## config.mk

```make
export PLATFORM = sky130hd
export DESIGN_NAME = pe_a10_adder_pipe
export DESIGN_NICKNAME = d
export VERILOG_FILES = /design/src/rtl/pe_a10_pkg.sv /design/src/rtl/pe_a10_adder_lane.sv /design/src/rtl/pe_a10_adder_pipe.sv
export SDC_FILE = /design/constraint.sdc
export NUM_CORES = 1
export LEC_CHECK = 0
export ABC_CLOCK_PERIOD_IN_PS = 3150
export CAP_MARGIN = 20
export CORE_UTILIZATION = 53
export CTS_CLUSTER_SIZE = 16
export DETAILED_ROUTE_END_ITERATION = 8
export GPL_TIMING_DRIVEN = 0
export HOLD_SLACK_MARGIN = 0.03
export PLACE_DENSITY_LB_ADDON = 0.05
export SETUP_SLACK_MARGIN = 0.02
export SLEW_MARGIN = 20
export SYNTH_ARGS = -nofsm -noshare
export SYNTH_HDL_FRONTEND = slang
export SYNTH_SLANG_ARGS = --single-unit
```

## constraint.sdc

```tcl
create_clock -name clk -period 3.15 [get_ports clk]
set_clock_uncertainty 0.1 [all_clocks]
set_input_delay 0.4725 -clock clk [delete_from_list [all_inputs] [get_ports clk]]
set_output_delay 0.4725 -clock clk [all_outputs]
set_load 0.1 [all_outputs]
```

## src/rtl/pe_a10_pkg.sv

```systemverilog
// Shared types and arithmetic helpers for the pipelined sign-magnitude lane adder.
// Helpers work on 32-bit signed values; supported widths are ACC_W in [SIZE+2, 31].
package pe_a10_pkg;

  typedef enum logic {PE_MODE_ADD = 1'b0, PE_MODE_ACCUM = 1'b1} pe_mode_e;
  typedef enum logic {PKT_FIRST = 1'b0, PKT_MID = 1'b1} pe_pkt_state_e;

  // Negative zero collapses to zero naturally through two's-complement negation.
  function automatic logic signed [31:0] sm_to_tc(input logic sign, input logic [31:0] mag);
    return sign ? -$signed(mag) : $signed(mag);
  endfunction

  // Returns {ovf, sum} with sum clamped to the signed range of a w-bit value.
  function automatic logic [32:0] sat_add(input logic signed [31:0] a,
                                          input logic signed [31:0] b,
                                          input int unsigned w);
    logic signed [33:0] sum;
    logic signed [33:0] hi;
    logic signed [33:0] lo;
    sum = 34'(a) + 34'(b);
    hi  = (34'sd1 <<< (w - 1)) - 34'sd1;
    lo  = -(34'sd1 <<< (w - 1));
    if (sum > hi) return {1'b1, hi[31:0]};
    if (sum < lo) return {1'b1, lo[31:0]};
    return {1'b0, sum[31:0]};
  endfunction

endpackage

```

## src/rtl/pe_a10_adder_lane.sv

```systemverilog
// One lane: sign-magnitude convert and add into the S1 register, then the
// saturating accumulator feeding the shared output register.
module pe_a10_adder_lane
  import pe_a10_pkg::*;
#(
  parameter int unsigned SIZE  = 4,
  parameter int unsigned ACC_W = SIZE + 8
) (
  input  logic             clk,
  input  logic             rst_n,
  input  logic             s1_load_i,
  input  logic             s2_adv_i,
  input  logic             first_i,
  input  logic             last_i,
  input  logic             accum_i,
  input  logic [SIZE-1:0]  a_i,
  input  logic             sign_a_i,
  input  logic [SIZE-1:0]  b_i,
  input  logic             sign_b_i,
  output logic [ACC_W-1:0] res_o,
  output logic             ovf_o
);

  logic signed [31:0]      sum_full;
  logic signed [SIZE+1:0]  sum_d, sum_q;
  logic signed [ACC_W-1:0] sum_ext, base, acc_next, acc_q;
  logic [32:0]             sat;
  logic                    ovf_q, ovf_base, ovf_next;
  logic                    unused_bits;

  assign sum_full = sm_to_tc(sign_a_i, 32'(a_i)) + sm_to_tc(sign_b_i, 32'(b_i));
  assign sum_d    = sum_full[SIZE+1:0];
  assign sum_ext  = ACC_W'(sum_q);

  // A packet's first beat starts from zero regardless of leftover state.
  assign base     = first_i ? '0 : acc_q;
  assign ovf_base = first_i ? 1'b0 : ovf_q;
  assign sat      = sat_add(32'(base), 32'(sum_ext), ACC_W);
  assign acc_next = sat[ACC_W-1:0];
  assign ovf_next = ovf_base | sat[32];

  assign res_o = accum_i ? acc_next : sum_ext;
  assign ovf_o = accum_i & ovf_next;

  assign unused_bits = ^{sum_full[31:SIZE+2], sat[31:ACC_W]};

  always_ff @(posedge clk or negedge rst_n) begin
    if (!rst_n) begin
      sum_q <= '0;
      acc_q <= '0;
      ovf_q <= 1'b0;
    end else begin
      if (s1_load_i) sum_q <= sum_d;
      if (s2_adv_i && accum_i) begin
        if (last_i) begin
          acc_q <= '0;
          ovf_q <= 1'b0;
        end else begin
          acc_q <= acc_next;
          ovf_q <= ovf_next;
        end
      end
    end
  end

endmodule

```

## src/rtl/pe_a10_adder_pipe.sv

```systemverilog
// Multi-lane pipelined sign-magnitude adder with valid/ready flow control and an
// optional per-packet saturating accumulate mode.
module pe_a10_adder_pipe
  import pe_a10_pkg::*;
#(
  parameter int unsigned SIZE  = 4,
  parameter int unsigned LANES = 4,
  parameter int unsigned ACC_W = SIZE + 8
) (
  input  logic                   clk,
  input  logic                   rst_n,
  input  logic                   in_valid,
  output logic                   in_ready,
  input  logic [LANES*SIZE-1:0]  in_a,
  input  logic [LANES-1:0]       in_sign_a,
  input  logic [LANES*SIZE-1:0]  in_b,
  input  logic [LANES-1:0]       in_sign_b,
  input  logic                   in_mode,
  input  logic                   in_last,
  output logic                   out_valid,
  input  logic                   out_ready,
  output logic [LANES*ACC_W-1:0] out_data,
  output logic [LANES-1:0]       out_ovf
);

  pe_pkt_state_e state_q, state_d;
  pe_mode_e      mode_q, s1_mode_q, beat_mode;
  logic          s1_valid_q, s1_valid_d, s1_first_q, s1_last_q;
  logic          beat_first, beat_last, in_fire, s2_adv;
  logic          out_valid_q;
  logic [LANES*ACC_W-1:0] out_data_q, lane_res;
  logic [LANES-1:0]       out_ovf_q, lane_ovf;

  // s1_last_q means "this beat emits a result": always true for ADD beats.
  assign s2_adv   = s1_valid_q && (!s1_last_q || !out_valid_q || out_ready);
  assign in_ready = rst_n && (!s1_valid_q || s2_adv);
  assign in_fire  = in_valid && in_ready;

  always_comb begin
    beat_first = (state_q == PKT_FIRST);
    beat_mode  = beat_first ? pe_mode_e'(in_mode) : mode_q;
    beat_last  = (beat_mode == PE_MODE_ADD) || in_last;
    state_d    = state_q;
    s1_valid_d = s1_valid_q;
    if (in_fire) begin
      unique case (state_q)
        PKT_FIRST: if (beat_mode == PE_MODE_ACCUM && !in_last) state_d = PKT_MID;
        PKT_MID:   if (in_last) state_d = PKT_FIRST;
        default:   state_d = PKT_FIRST;
      endcase
    end
    if (in_fire)     s1_valid_d = 1'b1;
    else if (s2_adv) s1_valid_d = 1'b0;
  end

  always_ff @(posedge clk or negedge rst_n) begin
    if (!rst_n) begin
      state_q     <= PKT_FIRST;
      mode_q      <= PE_MODE_ADD;
      s1_valid_q  <= 1'b0;
      s1_first_q  <= 1'b0;
      s1_last_q   <= 1'b0;
      s1_mode_q   <= PE_MODE_ADD;
      out_valid_q <= 1'b0;
      out_data_q  <= '0;
      out_ovf_q   <= '0;
    end else begin
      state_q    <= state_d;
      s1_valid_q <= s1_valid_d;
      if (in_fire && beat_first) mode_q <= pe_mode_e'(in_mode);
      if (in_fire) begin
        s1_first_q <= beat_first;
        s1_last_q  <= beat_last;
        s1_mode_q  <= beat_mode;
      end
      if (s2_adv && s1_last_q) begin
        out_valid_q <= 1'b1;
        out_data_q  <= lane_res;
        out_ovf_q   <= lane_ovf;
      end else if (out_ready) begin
        out_valid_q <= 1'b0;
      end
    end
  end

  for (genvar i = 0; i < LANES; i++) begin : g_lane
    pe_a10_adder_lane #(
      .SIZE  (SIZE),
      .ACC_W (ACC_W)
    ) u_lane (
      .clk       (clk),
      .rst_n     (rst_n),
      .s1_load_i (in_fire),
      .s2_adv_i  (s2_adv),
      .first_i   (s1_first_q),
      .last_i    (s1_last_q),
      .accum_i   (s1_mode_q == PE_MODE_ACCUM),
      .a_i       (in_a[i*SIZE +: SIZE]),
      .sign_a_i  (in_sign_a[i]),
      .b_i       (in_b[i*SIZE +: SIZE]),
      .sign_b_i  (in_sign_b[i]),
      .res_o     (lane_res[i*ACC_W +: ACC_W]),
      .ovf_o     (lane_ovf[i])
    );
  end

  assign out_valid = out_valid_q;
  assign out_data  = out_data_q;
  assign out_ovf   = out_ovf_q;

endmodule
```

==> Flow_metrics.wiki <==
{| class="wikitable"
! Metric !! Value
|-
| Kind of capture point of the worst setup path || flip-flop
|-
| Required @ worst endpoint || around 3.4 ns
|-
| Pin slew with the least headroom to its limit || 0.987 ns
|-
| Number of standard cells after synthesis || roughly 1100
|-
| Count of non-filler cells in the finished layout || 1497
|-
| Antenna diode instance count || 0
|-
| Placed Cells incl. Taps || about 1400
|-
| Final Slew Violations || 0
|-
| Horizontal die dimension || between 100 and 150 um
|-
| Max_slew headroom || around a third
|-
| Global-route usage over all layers || between 20 and 30%
|-
| Die span in y || around 140 um
|-
| Data arrival time of the worst path || 3.38 ns
|-
| Core Area || about 18000 sq um
|-
| Category of the worst setup path launch point || flip-flop
|-
| Total wirelength of the detailed-routed design || around 28 mm
|-
| Clock sink total || between 100 and 150
|-
| Commonest cells after routing, fill and taps aside || 135 x sky130_fd_sc_hd__dfrtp_1, 118 x sky130_fd_sc_hd__nand2_1, 97 x sky130_fd_sc_hd__clkdlybuf4s50_1
|-
| Most heavily used metal layer in global routing || met2
|-
| Total of endpoints with negative setup slack in the final report || 0
|-
| Commonest non-fill, non-tap cell in the layout || sky130_fd_sc_hd__dfrtp_1
|-
| R2R Setup Slk || 0.02 ns
|-
| Wire length of the first global-routing pass || around 43 mm
|-
| Cell type with the largest total area after synthesis || sky130_fd_sc_hd__dfrtp_1
|-
| Number of antenna violations at the first check in global routing || 0
|-
| Crit Path Class || reg -> reg
|-
| Met3 layer usage reported by global route || about 4.7%
|-
| Number of detailed-route iterations in the first pass || 5
|-
| Number of max-cap violations || 0
|-
| Ratio of cells with drive above 1 in the final layout || around 17%
|-
| Ys async rst share || 100%
|-
| Clk Latency, worst-skew pair || around 0.44 ns
|-
| Worst hold slack || roughly 0.38 ns
|-
| Total number of vias || 8912
|-
| Count of flip-flops with a built-in enable after synthesis || 0
|-
| Post-synthesis net count || 1219
|-
| Area enclosed by the die boundary || approximately 19000 sq um
|-
| Fill count || 1410
|-
| Count of port buffers added during placement || 99
|-
| Final global-route overflow total || 0
|-
| Portion of the post-synthesis area used by sequential elements || approximately a third
|-
| WL per Instance || roughly 19 um
|-
| Synth Flop Type || sky130_fd_sc_hd__dfrtp_1
|-
| Number of H-tree levels || 4
|-
| Final weighted congestion in routability-driven placement || about 0.90
|-
| F_max || between 300 and 400 MHz
|-
| DRC violation count after routing || 0
|-
| Clock tree from TritonCTS || built
|-
| Destination of the critical timing path || g_lane[2].u_lane.acc_q[3]
|-
| Global-route track usage on met2 || a little under half
|-
| Sum Neg Setup Slack || 0 ns
|-
| Maximum clock path buffer count || 2
|-
| Initial core utilization || 54.2%
|-
| Kind of path behind the tightest hold check || reg -> reg
|-
| Met1 Use GR || 41.7%
|-
| Critical Path Fanout Max || 6
|-
| Placement row count || 49
|-
| Minimum period implied by the final worst setup slack || approximately 3.1 ns
|-
| Mapped cell area || just under 10000 sq um
|-
| R2R Path Start || s1_first_q
|-
| Drt first-iter violations || between 700 and 800
|-
| Power density over the cells || 1140 nW/um^2
|-
| Terminus of the critical flop-to-flop path || g_lane[2].u_lane.acc_q[3]
|-
| Clock-pin transition on the worst setup and hold timing paths || roughly 0.060 ns
|-
| Worst-case reg-to-reg path depth || 14
|-
| Setup crit start || s1_first_q
|-
| Top post-synthesis cells by area || sky130_fd_sc_hd__dfrtp_1 35%, sky130_fd_sc_hd__ha_1 9.7%, sky130_fd_sc_hd__o21ai_0 4.7%
|-
| Crit share post-route || 99.4%
|-
| Largest net degree at the start of global routing || a little over 80
|-
| Area growth from synthesis to layout || 30.8%
|-
| Leakage power summed over all cells || 5.65 nW
|-
| Count of endpoints failing hold in the final timing report || 0
|-
| Proportion of netlist area held by the largest area contributor || about a third
|-
| Total number of nets in the final design || between 1000 and 1500
|-
| Cell at the root of the clock tree || sky130_fd_sc_hd__clkbuf_16
|-
| Number of flip-flops and latches in the synthesized netlist || ~140
|-
| Final ANT Viol Nets || 0
|-
| Result of the run || complete, no violations
|-
| Peak ir drop on the vdd network || about 1100 uV
|-
| RSZ-0062 raised after global routing || true
|-
| Top Ports || 100
|-
| Final core utilization || between 70% and 80%
|-
| Mean post-synth cell area || 8.96 sq um
|-
| Synth warn || 0
|-
| Cts bufs inserted || 17
|-
| Number of global-route vias before repair || just over 8000
|-
| HPWL after detailed placement || a little under 20 mm
|-
| Number of distinct library cell variants in the gate-level netlist after synthesis || between 80 and 90
|-
| Via-per-instance ratio || a little under 6
|}
## cells in the mapped netlist, types with 13 or more instances
library cell                 n
sky130_fd_sc_hd__nor3b_1    13
sky130_fd_sc_hd__xor2_1     18
sky130_fd_sc_hd__nor2_1     48
sky130_fd_sc_hd__nand2_1   121
sky130_fd_sc_hd__xnor2_1    50
sky130_fd_sc_hd__a21oi_1    76
sky130_fd_sc_hd__clkbuf_1   32
sky130_fd_sc_hd__a21boi_0   19
sky130_fd_sc_hd__nand2b_1   15
sky130_fd_sc_hd__dfrtp_1   135
sky130_fd_sc_hd__o21ai_0    91
sky130_fd_sc_hd__maj3_1     14
sky130_fd_sc_hd__nand3_1    13
sky130_fd_sc_hd__nor2b_1    50
sky130_fd_sc_hd__a21o_1     27
sky130_fd_sc_hd__o21ai_1    35
sky130_fd_sc_hd__ha_1       76
sky130_fd_sc_hd__a31oi_1    13
sky130_fd_sc_hd__inv_1      57
sky130_fd_sc_hd__a22o_1     17
## power by group
part	leakage (nW)	internal [W]	switching, W	total (W)
clock network	0.326	0.00153	0.000804	0.00233
registers	1.67	0.00242	0.000515	0.00294
logic	3.66	0.00348	0.00584	0.00932
total	5.65	0.00743	0.00716	0.0146
## sequential cells by signal, indices dropped and copies added, names as in the netlist
signal,count
g_lane.u_lane.acc_q,48
g_lane.u_lane.ovf_q,4
g_lane.u_lane.sum_q,24
mode_q,1
out_data,48
out_ovf,4
out_valid,1
s1_first_q,1
s1_last_q,1
s1_mode_q,1
s1_valid_q,1
state_q,1
## cells by family (layout without fill, tap and decap cells)
| kind of cell | count (synthesis) | count (layout) | synth area share [%] |
|---|---|---|---|
| xor+xnor | 71 | 71 | 6.83 |
| compound gates | 369 | 369 | 25.3 |
| mux | 5 | 5 | 0.538 |
| buf+inv | 105 | 284 | 4.41 |
| flops | 135 | 135 | 34.6 |
| fa+ha+maj | 98 | 98 | 12.8 |
| simple gates | 306 | 306 | 15.5 |
## worst max-delay path, stage by stage, from the launching register on
cell and delay, ns:
sky130_fd_sc_hd__dfrtp_1 0.39, sky130_fd_sc_hd__buf_8 0.15, sky130_fd_sc_hd__clkbuf_16 0.16, sky130_fd_sc_hd__nor2b_4 0.12
sky130_fd_sc_hd__ha_4 0.14, sky130_fd_sc_hd__inv_2 0.03, sky130_fd_sc_hd__fa_2 0.33, sky130_fd_sc_hd__and2b_1 0.23
sky130_fd_sc_hd__o2111ai_2 0.16, sky130_fd_sc_hd__a31oi_2 0.22, sky130_fd_sc_hd__o31ai_2 0.09, sky130_fd_sc_hd__a31o_2 0.29
sky130_fd_sc_hd__buf_6 0.16, sky130_fd_sc_hd__maj3_2 0.34, sky130_fd_sc_hd__o21ai_2 0.12
## cell type report
type	count	area (sq um)	area share [%]
repair buffers	150	1500	11.7
inverters	58	223	1.74
flip-flops and latches	135	3380	26.5
clock buffers	20	457	3.58
multi-input cells	849	6410	50.2
plain buffers	44	289	2.26
well taps	229	287	2.24
clock inverters	12	223	1.74
## through the flow
stage / setup WS [ns] / total power [W] / instance area [sq um]
after floorplan: 0.0366 / 0.00882 / 9760
after detailed placement: -0.725 / 0.0106 / 11100
final: 0.0182 / 0.0146 / 12800
after global routing: -0.0590 / 0.0154 / 12800
after global placement: -4.69 / 0.0105 / 11000
after CTS: -0.0771 / 0.0135 / 12200
## worst min-delay path by stage
stage | cells past startpoint | endpoint | startpoint
after floorplan | 0 | g_lane[0].u_lane.acc_q[0] | rst_n
after global placement | 1 | g_lane[0].u_lane.acc_q[11] | g_lane[0].u_lane.acc_q[11]
after detailed placement | 1 | g_lane[1].u_lane.acc_q[7] | rst_n
after CTS | 2 | g_lane[3].u_lane.acc_q[9] | g_lane[3].u_lane.acc_q[9]
after global routing | 1 | g_lane[2].u_lane.acc_q[8] | g_lane[2].u_lane.acc_q[8]
final | 2 | g_lane[3].u_lane.acc_q[9] | g_lane[3].u_lane.acc_q[9]
## repair_timing
| item | in CTS | in global routing |
|---|---|---|
| setup buffers | 21 | 26 |
| pin swaps | 23 | 43 |
| hold buffers | 1 | 0 |
| gates resized for setup | 70 | 94 |
| hold endpoints to repair | 54 | 0 |
| cloned | 1 | 2 |
| setup endpoints to repair | 103 | 94 |
## layer usage
metal,vias to the layer above,wire length (um)
li1,4265,-
met1,4299,13000
met2,295,13000
met3,53,1550
met4,0,718
met5,-,0
Power figures use the tool's default switching activity.
